<file path="config.mk">
export PLATFORM = sky130hd
export DESIGN_NAME = uart_rx_8n1_flat
export DESIGN_NICKNAME = d
export VERILOG_FILES = /design/src/rtl/uart_rx_8n1_if.sv /design/src/rtl/uart_rx_8n1.sv /design/src/flat_wrapper.sv
export SDC_FILE = /design/constraint.sdc
export NUM_CORES = 1
export LEC_CHECK = 0
export CORE_AREA = 2 2 81 52
export CTS_CLUSTER_SIZE = 30
export DETAILED_ROUTE_END_ITERATION = 16
export DIE_AREA = 0 0 83 54
export PLACE_DENSITY = 0.78
export SLEW_MARGIN = 25
export SYNTH_ARGS = -nofsm -noshare
export SYNTH_HDL_FRONTEND = slang
export SYNTH_SLANG_ARGS = --single-unit
</file>
<file path="constraint.sdc">
create_clock -name clk -period 6.75 [get_ports clk]
set_clock_uncertainty 0.05 [all_clocks]
set_input_delay 1.35 -clock clk [delete_from_list [all_inputs] [get_ports clk]]
set_output_delay 1.35 -clock clk [all_outputs]
set_load 0.01 [all_outputs]
</file>
<file path="src/rtl/uart_rx_8n1_if.sv">
// Receive-side handshake bundle between uart_rx_8n1 (master) and the byte consumer (slave).
interface uart_rx_8n1_if;
    logic [7:0] rx_data;
    logic       rx_valid;
    logic       rx_ack;
    logic       rx_busy;
    logic       frame_err;
    logic       rx_overrun;
    logic       parity_err;

    modport master (
        output rx_data, rx_valid, rx_busy, frame_err, rx_overrun, parity_err,
        input  rx_ack
    );

    modport slave (
        input  rx_data, rx_valid, rx_busy, frame_err, rx_overrun, parity_err,
        output rx_ack
    );
endinterface

</file>
<file path="src/rtl/uart_rx_8n1.sv">
// UART receiver, 8N1 LSB first, oversampled directly on clk; held valid/ack byte output.
// Define UART_RX_PARITY_EN to receive 8E1 frames and drive parity_err.
module uart_rx_8n1 #(
    parameter int CLK_PER_BIT = 625
) (
    input  logic          clk,
    input  logic          rst_n,
    input  logic          uart_rx,
    uart_rx_8n1_if.master rx_if
);

    localparam int             CNT_W   = (CLK_PER_BIT > 1) ? $clog2(CLK_PER_BIT) : 1;
    localparam logic [CNT_W-1:0] HALF_M1 = CNT_W'(CLK_PER_BIT / 2 - 1);
    localparam logic [CNT_W-1:0] BIT_M1  = CNT_W'(CLK_PER_BIT - 1);
    localparam logic [CNT_W-1:0] CNT_ONE = CNT_W'(1);
    localparam logic [CNT_W-1:0] CNT_ZERO = CNT_W'(0);

    typedef enum logic [2:0] {
        ST_IDLE   = 3'd0,
        ST_START  = 3'd1,
        ST_DATA   = 3'd2,
`ifdef UART_RX_PARITY_EN
        ST_PARITY = 3'd3,
`endif
        ST_STOP   = 3'd4
    } state_t;

`ifdef UART_RX_PARITY_EN
    // Even parity: the transmitted parity bit equals the XOR of the data bits.
    function automatic logic even_par(input logic [7:0] d);
        return ^d;
    endfunction
`endif

    state_t           state_r, state_nx_s;
    logic [CNT_W-1:0] cnt_r, cnt_nx_s;
    logic [2:0]       idx_r, idx_nx_s;
    logic [7:0]       shift_r, shift_nx_s;
    logic             perr_r, perr_nx_s;
    logic             sync1_r, sync2_r, hist_r;
    logic             fall_s, done_s, ack_s;

    logic [7:0]       rx_data_r, rx_data_nx_s;
    logic             rx_valid_r, rx_valid_nx_s;
    logic             rx_busy_r;
    logic             frame_err_r, frame_err_nx_s;
    logic             rx_overrun_r, rx_overrun_nx_s;
    logic             parity_err_r, parity_err_nx_s;

    assign fall_s = hist_r & ~sync2_r;
    assign ack_s  = rx_if.rx_ack & rx_valid_r;

    // Two-flop synchronizer plus history flop; reset to 1 so the line starts out idle.
    always_ff @(posedge clk or negedge rst_n) begin
        if (!rst_n) begin
            sync1_r <= 1'b1;
            sync2_r <= 1'b1;
            hist_r  <= 1'b1;
        end else begin
            sync1_r <= uart_rx;
            sync2_r <= sync1_r;
            hist_r  <= sync2_r;
        end
    end

    // Frame sequencing: start validation, data bits, optional parity, stop.
    always_comb begin
        state_nx_s = state_r;
        cnt_nx_s   = cnt_r;
        idx_nx_s   = idx_r;
        shift_nx_s = shift_r;
        perr_nx_s  = perr_r;
        done_s     = 1'b0;
        case (state_r)
            ST_IDLE: begin
                if (fall_s) begin
                    state_nx_s = ST_START;
                    cnt_nx_s   = CNT_ZERO;
                end else begin
                    state_nx_s = ST_IDLE;
                end
            end
            ST_START: begin
                if (cnt_r == HALF_M1) begin
                    cnt_nx_s = CNT_ZERO;
                    if (sync2_r) begin
                        state_nx_s = ST_IDLE;
                    end else begin
                        state_nx_s = ST_DATA;
                        idx_nx_s   = 3'd0;
                        perr_nx_s  = 1'b0;
                    end
                end else begin
                    cnt_nx_s = cnt_r + CNT_ONE;
                end
            end
            ST_DATA: begin
                if (cnt_r == BIT_M1) begin
                    cnt_nx_s          = CNT_ZERO;
                    shift_nx_s[idx_r] = sync2_r;
                    if (idx_r == 3'd7) begin
`ifdef UART_RX_PARITY_EN
                        state_nx_s = ST_PARITY;
`else
                        state_nx_s = ST_STOP;
`endif
                    end else begin
                        idx_nx_s = idx_r + 3'd1;
                    end
                end else begin
                    cnt_nx_s = cnt_r + CNT_ONE;
                end
            end
`ifdef UART_RX_PARITY_EN
            ST_PARITY: begin
                if (cnt_r == BIT_M1) begin
                    cnt_nx_s   = CNT_ZERO;
                    perr_nx_s  = (sync2_r != even_par(shift_r));
                    state_nx_s = ST_STOP;
                end else begin
                    cnt_nx_s = cnt_r + CNT_ONE;
                end
            end
`endif
            ST_STOP: begin
                if (cnt_r == BIT_M1) begin
                    cnt_nx_s   = CNT_ZERO;
                    done_s     = 1'b1;
                    state_nx_s = ST_IDLE;
                end else begin
                    cnt_nx_s = cnt_r + CNT_ONE;
                end
            end
            default: begin
                state_nx_s = ST_IDLE;
                cnt_nx_s   = CNT_ZERO;
            end
        endcase
    end

    // Byte hand-off: ack frees the holding register, a clean frame fills it or flags overrun.
    always_comb begin
        rx_data_nx_s    = rx_data_r;
        rx_valid_nx_s   = rx_valid_r;
        rx_overrun_nx_s = rx_overrun_r;
        frame_err_nx_s  = 1'b0;
        parity_err_nx_s = 1'b0;
        if (rx_if.rx_ack) begin
            rx_overrun_nx_s = 1'b0;
        end else begin
            rx_overrun_nx_s = rx_overrun_r;
        end
        if (ack_s) begin
            rx_valid_nx_s = 1'b0;
        end else begin
            rx_valid_nx_s = rx_valid_r;
        end
        if (done_s) begin
            if (!sync2_r) begin
                frame_err_nx_s = 1'b1;
            end else if (perr_r) begin
                parity_err_nx_s = 1'b1;
            end else if (!rx_valid_r || ack_s) begin
                rx_data_nx_s  = shift_r;
                rx_valid_nx_s = 1'b1;
            end else begin
                rx_overrun_nx_s = 1'b1;
            end
        end else begin
            frame_err_nx_s = 1'b0;
        end
    end

    // State, datapath and registered outputs.
    always_ff @(posedge clk or negedge rst_n) begin
        if (!rst_n) begin
            state_r      <= ST_IDLE;
            cnt_r        <= CNT_ZERO;
            idx_r        <= 3'd0;
            shift_r      <= 8'h00;
            perr_r       <= 1'b0;
            rx_data_r    <= 8'h00;
            rx_valid_r   <= 1'b0;
            rx_busy_r    <= 1'b0;
            frame_err_r  <= 1'b0;
            rx_overrun_r <= 1'b0;
            parity_err_r <= 1'b0;
        end else begin
            state_r      <= state_nx_s;
            cnt_r        <= cnt_nx_s;
            idx_r        <= idx_nx_s;
            shift_r      <= shift_nx_s;
            perr_r       <= perr_nx_s;
            rx_data_r    <= rx_data_nx_s;
            rx_valid_r   <= rx_valid_nx_s;
            rx_busy_r    <= (state_nx_s != ST_IDLE);
            frame_err_r  <= frame_err_nx_s;
            rx_overrun_r <= rx_overrun_nx_s;
            parity_err_r <= parity_err_nx_s;
        end
    end

    assign rx_if.rx_data    = rx_data_r;
    assign rx_if.rx_valid   = rx_valid_r;
    assign rx_if.rx_busy    = rx_busy_r;
    assign rx_if.frame_err  = frame_err_r;
    assign rx_if.rx_overrun = rx_overrun_r;
`ifdef UART_RX_PARITY_EN
    assign rx_if.parity_err = parity_err_r;
`else
    assign rx_if.parity_err = 1'b0;
`endif

endmodule

</file>
<file path="src/flat_wrapper.sv">
// flat-port wrapper written by rule: the top's interface ports become plain ports
module uart_rx_8n1_flat 
#(
    parameter int CLK_PER_BIT = 625
)
  (clk, rst_n, uart_rx, rx_if_rx_data, rx_if_rx_valid, rx_if_rx_busy, rx_if_frame_err, rx_if_rx_overrun, rx_if_parity_err, rx_if_rx_ack);
  uart_rx_8n1_if rx_if_i ();
  input  logic clk;
  input  logic rst_n;
  input  logic uart_rx;
  output wire logic [$bits(rx_if_i.rx_data)-1:0] rx_if_rx_data;
  output wire logic [$bits(rx_if_i.rx_valid)-1:0] rx_if_rx_valid;
  output wire logic [$bits(rx_if_i.rx_busy)-1:0] rx_if_rx_busy;
  output wire logic [$bits(rx_if_i.frame_err)-1:0] rx_if_frame_err;
  output wire logic [$bits(rx_if_i.rx_overrun)-1:0] rx_if_rx_overrun;
  output wire logic [$bits(rx_if_i.parity_err)-1:0] rx_if_parity_err;
  input wire logic [$bits(rx_if_i.rx_ack)-1:0] rx_if_rx_ack;
  assign rx_if_rx_data = rx_if_i.rx_data;
  assign rx_if_rx_valid = rx_if_i.rx_valid;
  assign rx_if_rx_busy = rx_if_i.rx_busy;
  assign rx_if_frame_err = rx_if_i.frame_err;
  assign rx_if_rx_overrun = rx_if_i.rx_overrun;
  assign rx_if_parity_err = rx_if_i.parity_err;
  assign rx_if_i.rx_ack = rx_if_rx_ack;
  uart_rx_8n1 #(.CLK_PER_BIT(CLK_PER_BIT)) u_core (.clk(clk), .rst_n(rst_n), .uart_rx(uart_rx), .rx_if(rx_if_i));
endmodule
</file>
==> flow_metrics.py <==
metrics = {
    "status": {
        "status": "completed",
    },
    "cts": {
        "hold_buffers": 0,
        "tritoncts": "yes",
        "post_cts_buffers": 0,
        "cts_buffers": 5,
        "cts_resized": 0,
        "htree_levels": 2,
        "clk_latency_ns": 0.30,
        "cts_buffer_depth": 2,
        "cts_root_buffer": "clkbuf_8",
        "clk_pin_slew_worst_paths_ns": 0.07,
        "cts_sinks": 39,
    },
    "die": {
        "die_h_um": 54,
        "die-area_mm2": 0.004482,
        "die_x_um": 83,
        "start_util_pct": 51.04,
        "io_pins": 17,
        "num_rows": 18,
        "coreArea_mm2": 0.003851,
    },
    "routing": {
        "ant_nets": 0,
        "drc": 0,
        "drt_iter0_drc": 218,
        "wl_um": 4169,
        "dr.pass1.iters": 4,
        "vias_per_cell": 5.980,
        "wl_per_cell_um": 16.95,
        "vias": 1471,
    },
    "synth": {
        "synth_ff_type": "dfrtp_1",
        "synth_edf_count": 0,
        "ys_ff_latch": 39,
        "ys_seq_area_share_pct": 49.84,
        "synth_nets": 190,
        "synth_cell_types": 48,
        "syn-cell-area_mm2": 0.001966,
        "synthCells": 182,
        "avgSynthCellArea_um2": 10.80,
        "ys_top_cells_by_area": "dfrtp_1, mux2_1, dfstp_2",
        "synth_top_area_share_pct": 45.83,
        "yosys.area.top_type": "dfrtp_1",
        "yosysWarnings": 0,
        "async_flop_share_pct": 100.0,
    },
    "placement": {
        "preCtsSetupSlack_ns": 3.876,
        "dp.cells": 238,
        "io_buffers": 15,
        "gp_congestion": 0.8262,
        "post-dp-hpwl_um": 2905,
    },
    "worst_setup_path": {
        "critical_path.top_delay_family": "buffers and inverters",
        "cp_slowest_cell": "clkdlybuf4s50_1",
        "required_ns": 5.35,
        "arrival_ns": 1.25,
        "crit_path_end_kind": "primary output",
        "r2r_slack_ns": 4.23,
        "crit_buf_inv": 1,
        "worst_path_largest_cell_delay_ns": 0.56,
        "crit_path_start_kind": "flop",
        "crit_fanout": 4,
        "reg2reg_depth": 4,
        "crit_type": "flop to primary output",
        "r2r_end": "u_core.shift_r[1]",
        "path_cells": "clkdlybuf4s50_1",
        "rr_startpoint": "u_core.state_r[1]",
    },
    "sta": {
        "tightest_slew_ns": 0.8597,
        "slew_violations": 0,
        "fin_crit_sh_pct": 39.29,
        "hold_violations": 0,
        "relSlewSlack_pct": 42.30,
        "rsz0062_at_grt": "no",
        "finalSetupViolCount": 0,
        "final.min_clock_period_ns": 2.652,
        "worst_slack_ns": 4.098,
        "tns_ns": 0,
        "clock.fmax_mhz": 377.1,
    },
    "global_routing": {
        "grt_pass1_vias": 1347,
        "antenna_found_initial": 0,
        "grt_max_degree": 40,
        "grt_usage_pct": 19.94,
        "overflow": 0,
        "grt_first_pass_wirelength_um": 6810,
    },
    "hold_path": {
        "min_path_type": "flop to flop",
        "hp-start": "u_core.sync1_r",
        "hold_depth": 0,
        "hold_path_end": "u_core.sync2_r",
    },
    "final_layout": {
        "area_growth_pct": 14.00,
        "layout.cells.non_filler": 246,
        "mostFrequentLayoutCell": "dfrtp_1",
        "drive_above_1_share_pct": 9.694,
        "nFillCells": 318,
        "diodes": 0,
        "nNetsFinal": 203,
        "most-common-layout-cells": "dfrtp_1, mux2_1, nand2_1, clkdlybuf4s50_1, inv_1",
    },
    "pwr": {
        "p_leak_uw": 0.0009796,
        "power_switching_uw": 155.2,
        "power_frac_comb_pct": 13.6,
        "ir_worst_vdd_uv": 126.2,
        "seqPwrFrac_pct": 50.1,
        "pwr_density_cell_mw_per_mm2": 249.6,
        "internal-power_uw": 404.1,
        "power_frac_clock_pct": 36.3,
        "power_switching_share_pct": 27.75,
    },
    "run": {
        "maxCapViolCount": 0,
    },
}
==> synthesized netlist by cell type (all sizes together) (2+ instances only) <==
cell type and number:
a21oi 5, a31oi 3, and2 2, buf 4
clkbuf 5, dfrtp 36, dfstp 3, ha 4
inv 10, mux2 19, mux2i 2, nand2 14
nand2b 2, nand3 3, nand4b 3, nor2 9
nor2b 3, nor3 7, nor4 6, nor4b 2
nor4bb 3, o211ai 2, o21a 2, o21ai 12
o22ai 2, o31a 2, or4b 2
==> cell families (layout without fill, tap and decap cells) <==
| family | count (synthesis) | count (layout) | share of synthesized area (%) |
|---|---|---|---|
| simple gates | 64 | 64 | 19.99 |
| fa+ha+maj | 4 | 4 | 2.546 |
| flops | 39 | 39 | 49.84 |
| buf+inv | 19 | 33 | 4.456 |
| mux | 21 | 21 | 11.90 |
| other cells | 1 | 1 | 0.1908 |
| compound gates | 34 | 34 | 11.08 |
==> worst register-to-register path, delay by kind of cell (launching register included) <==
kind	cells	cell delay, ns
and+or+nand+nor	3	1.45
muxes	1	0.36
DFF	1	0.55
==> registers in the layout (all words and copies together) (netlist names) <==
name	flops
u_core.sync2_r	1
u_core.rx_if.rx_overrun	1
u_core.idx_r	3
u_core.rx_if.rx_busy	1
u_core.hist_r	1
u_core.state_r	3
u_core.rx_if.rx_valid	1
u_core.rx_if.rx_data	8
u_core.rx_if.frame_err	1
u_core.shift_r	8
u_core.sync1_r	1
u_core.cnt_r	10
==> power groups by stage <==
stage,Clock (uW),Combinational (uW),Sequential (uW)
finish,203,76.3,280
global route,215,87.0,284
CTS,206,75.1,279
detailed placement,0,74.9,284
global placement,0,70.3,281
floorplan,0,61.7,270
==> how the worst max path moves through the flow <==
stage	from	end	slack (ns)	depth (start not counted)
after global routing	u_core.rx_if.rx_valid	rx_if_rx_valid	4.04	1
final	u_core.rx_if.rx_valid	rx_if_rx_valid	4.10	1
after floorplan	rx_if_rx_ack	u_core.rx_if.rx_data[0]	4.54	3
after detailed placement	rx_if_rx_ack	u_core.rx_if.rx_data[5]	3.88	4
after global placement	rx_if_rx_ack	u_core.rx_if.rx_data[4]	3.90	4
after CTS	u_core.rx_if.rx_valid	rx_if_rx_valid	4.09	1
==> through the flow <==
step / util, % / area [um2] / hold slack, ns / power [uW]
after global placement: 55.13 / 2123 / 0.2963 / 351.4
after CTS: 58.19 / 2241 / 0.3213 / 560.8
final: 58.19 / 2241 / 0.3194 / 559.3
after detailed placement: 55.13 / 2123 / 0.3025 / 358.6
after floorplan: - / 1966 / 0.2952 / 331.5
after global routing: 58.19 / 2241 / 0.3209 / 586.1
==> final cells by class <==
cell class,count,area [um2],area share (%)
timing repair buffer,15,145.1,6.477
inverter,10,37.54,1.675
clock buffer,6,82.58,3.685
clock inverter,2,35.03,1.563
multi-input combinational,124,898.4,40.09
tap,50,62.56,2.792
sequential,39,979.7,43.72
==> routing by layer <==
| layer | global-route usage [%] | vias up | share of wire [%] |
|---|---|---|---|
| met2 | 30.65 | 73 | 44 |
| met3 | 5.521 | 5 | 9.3 |
| met4 | 3.825 | 0 | 0.70 |
| met5 | 0 | - | 0 |
| met1 | 28.68 | 706 | 46 |
| li1 | - | 687 | - |
Note: power is estimated with default switching activity, not from simulation.
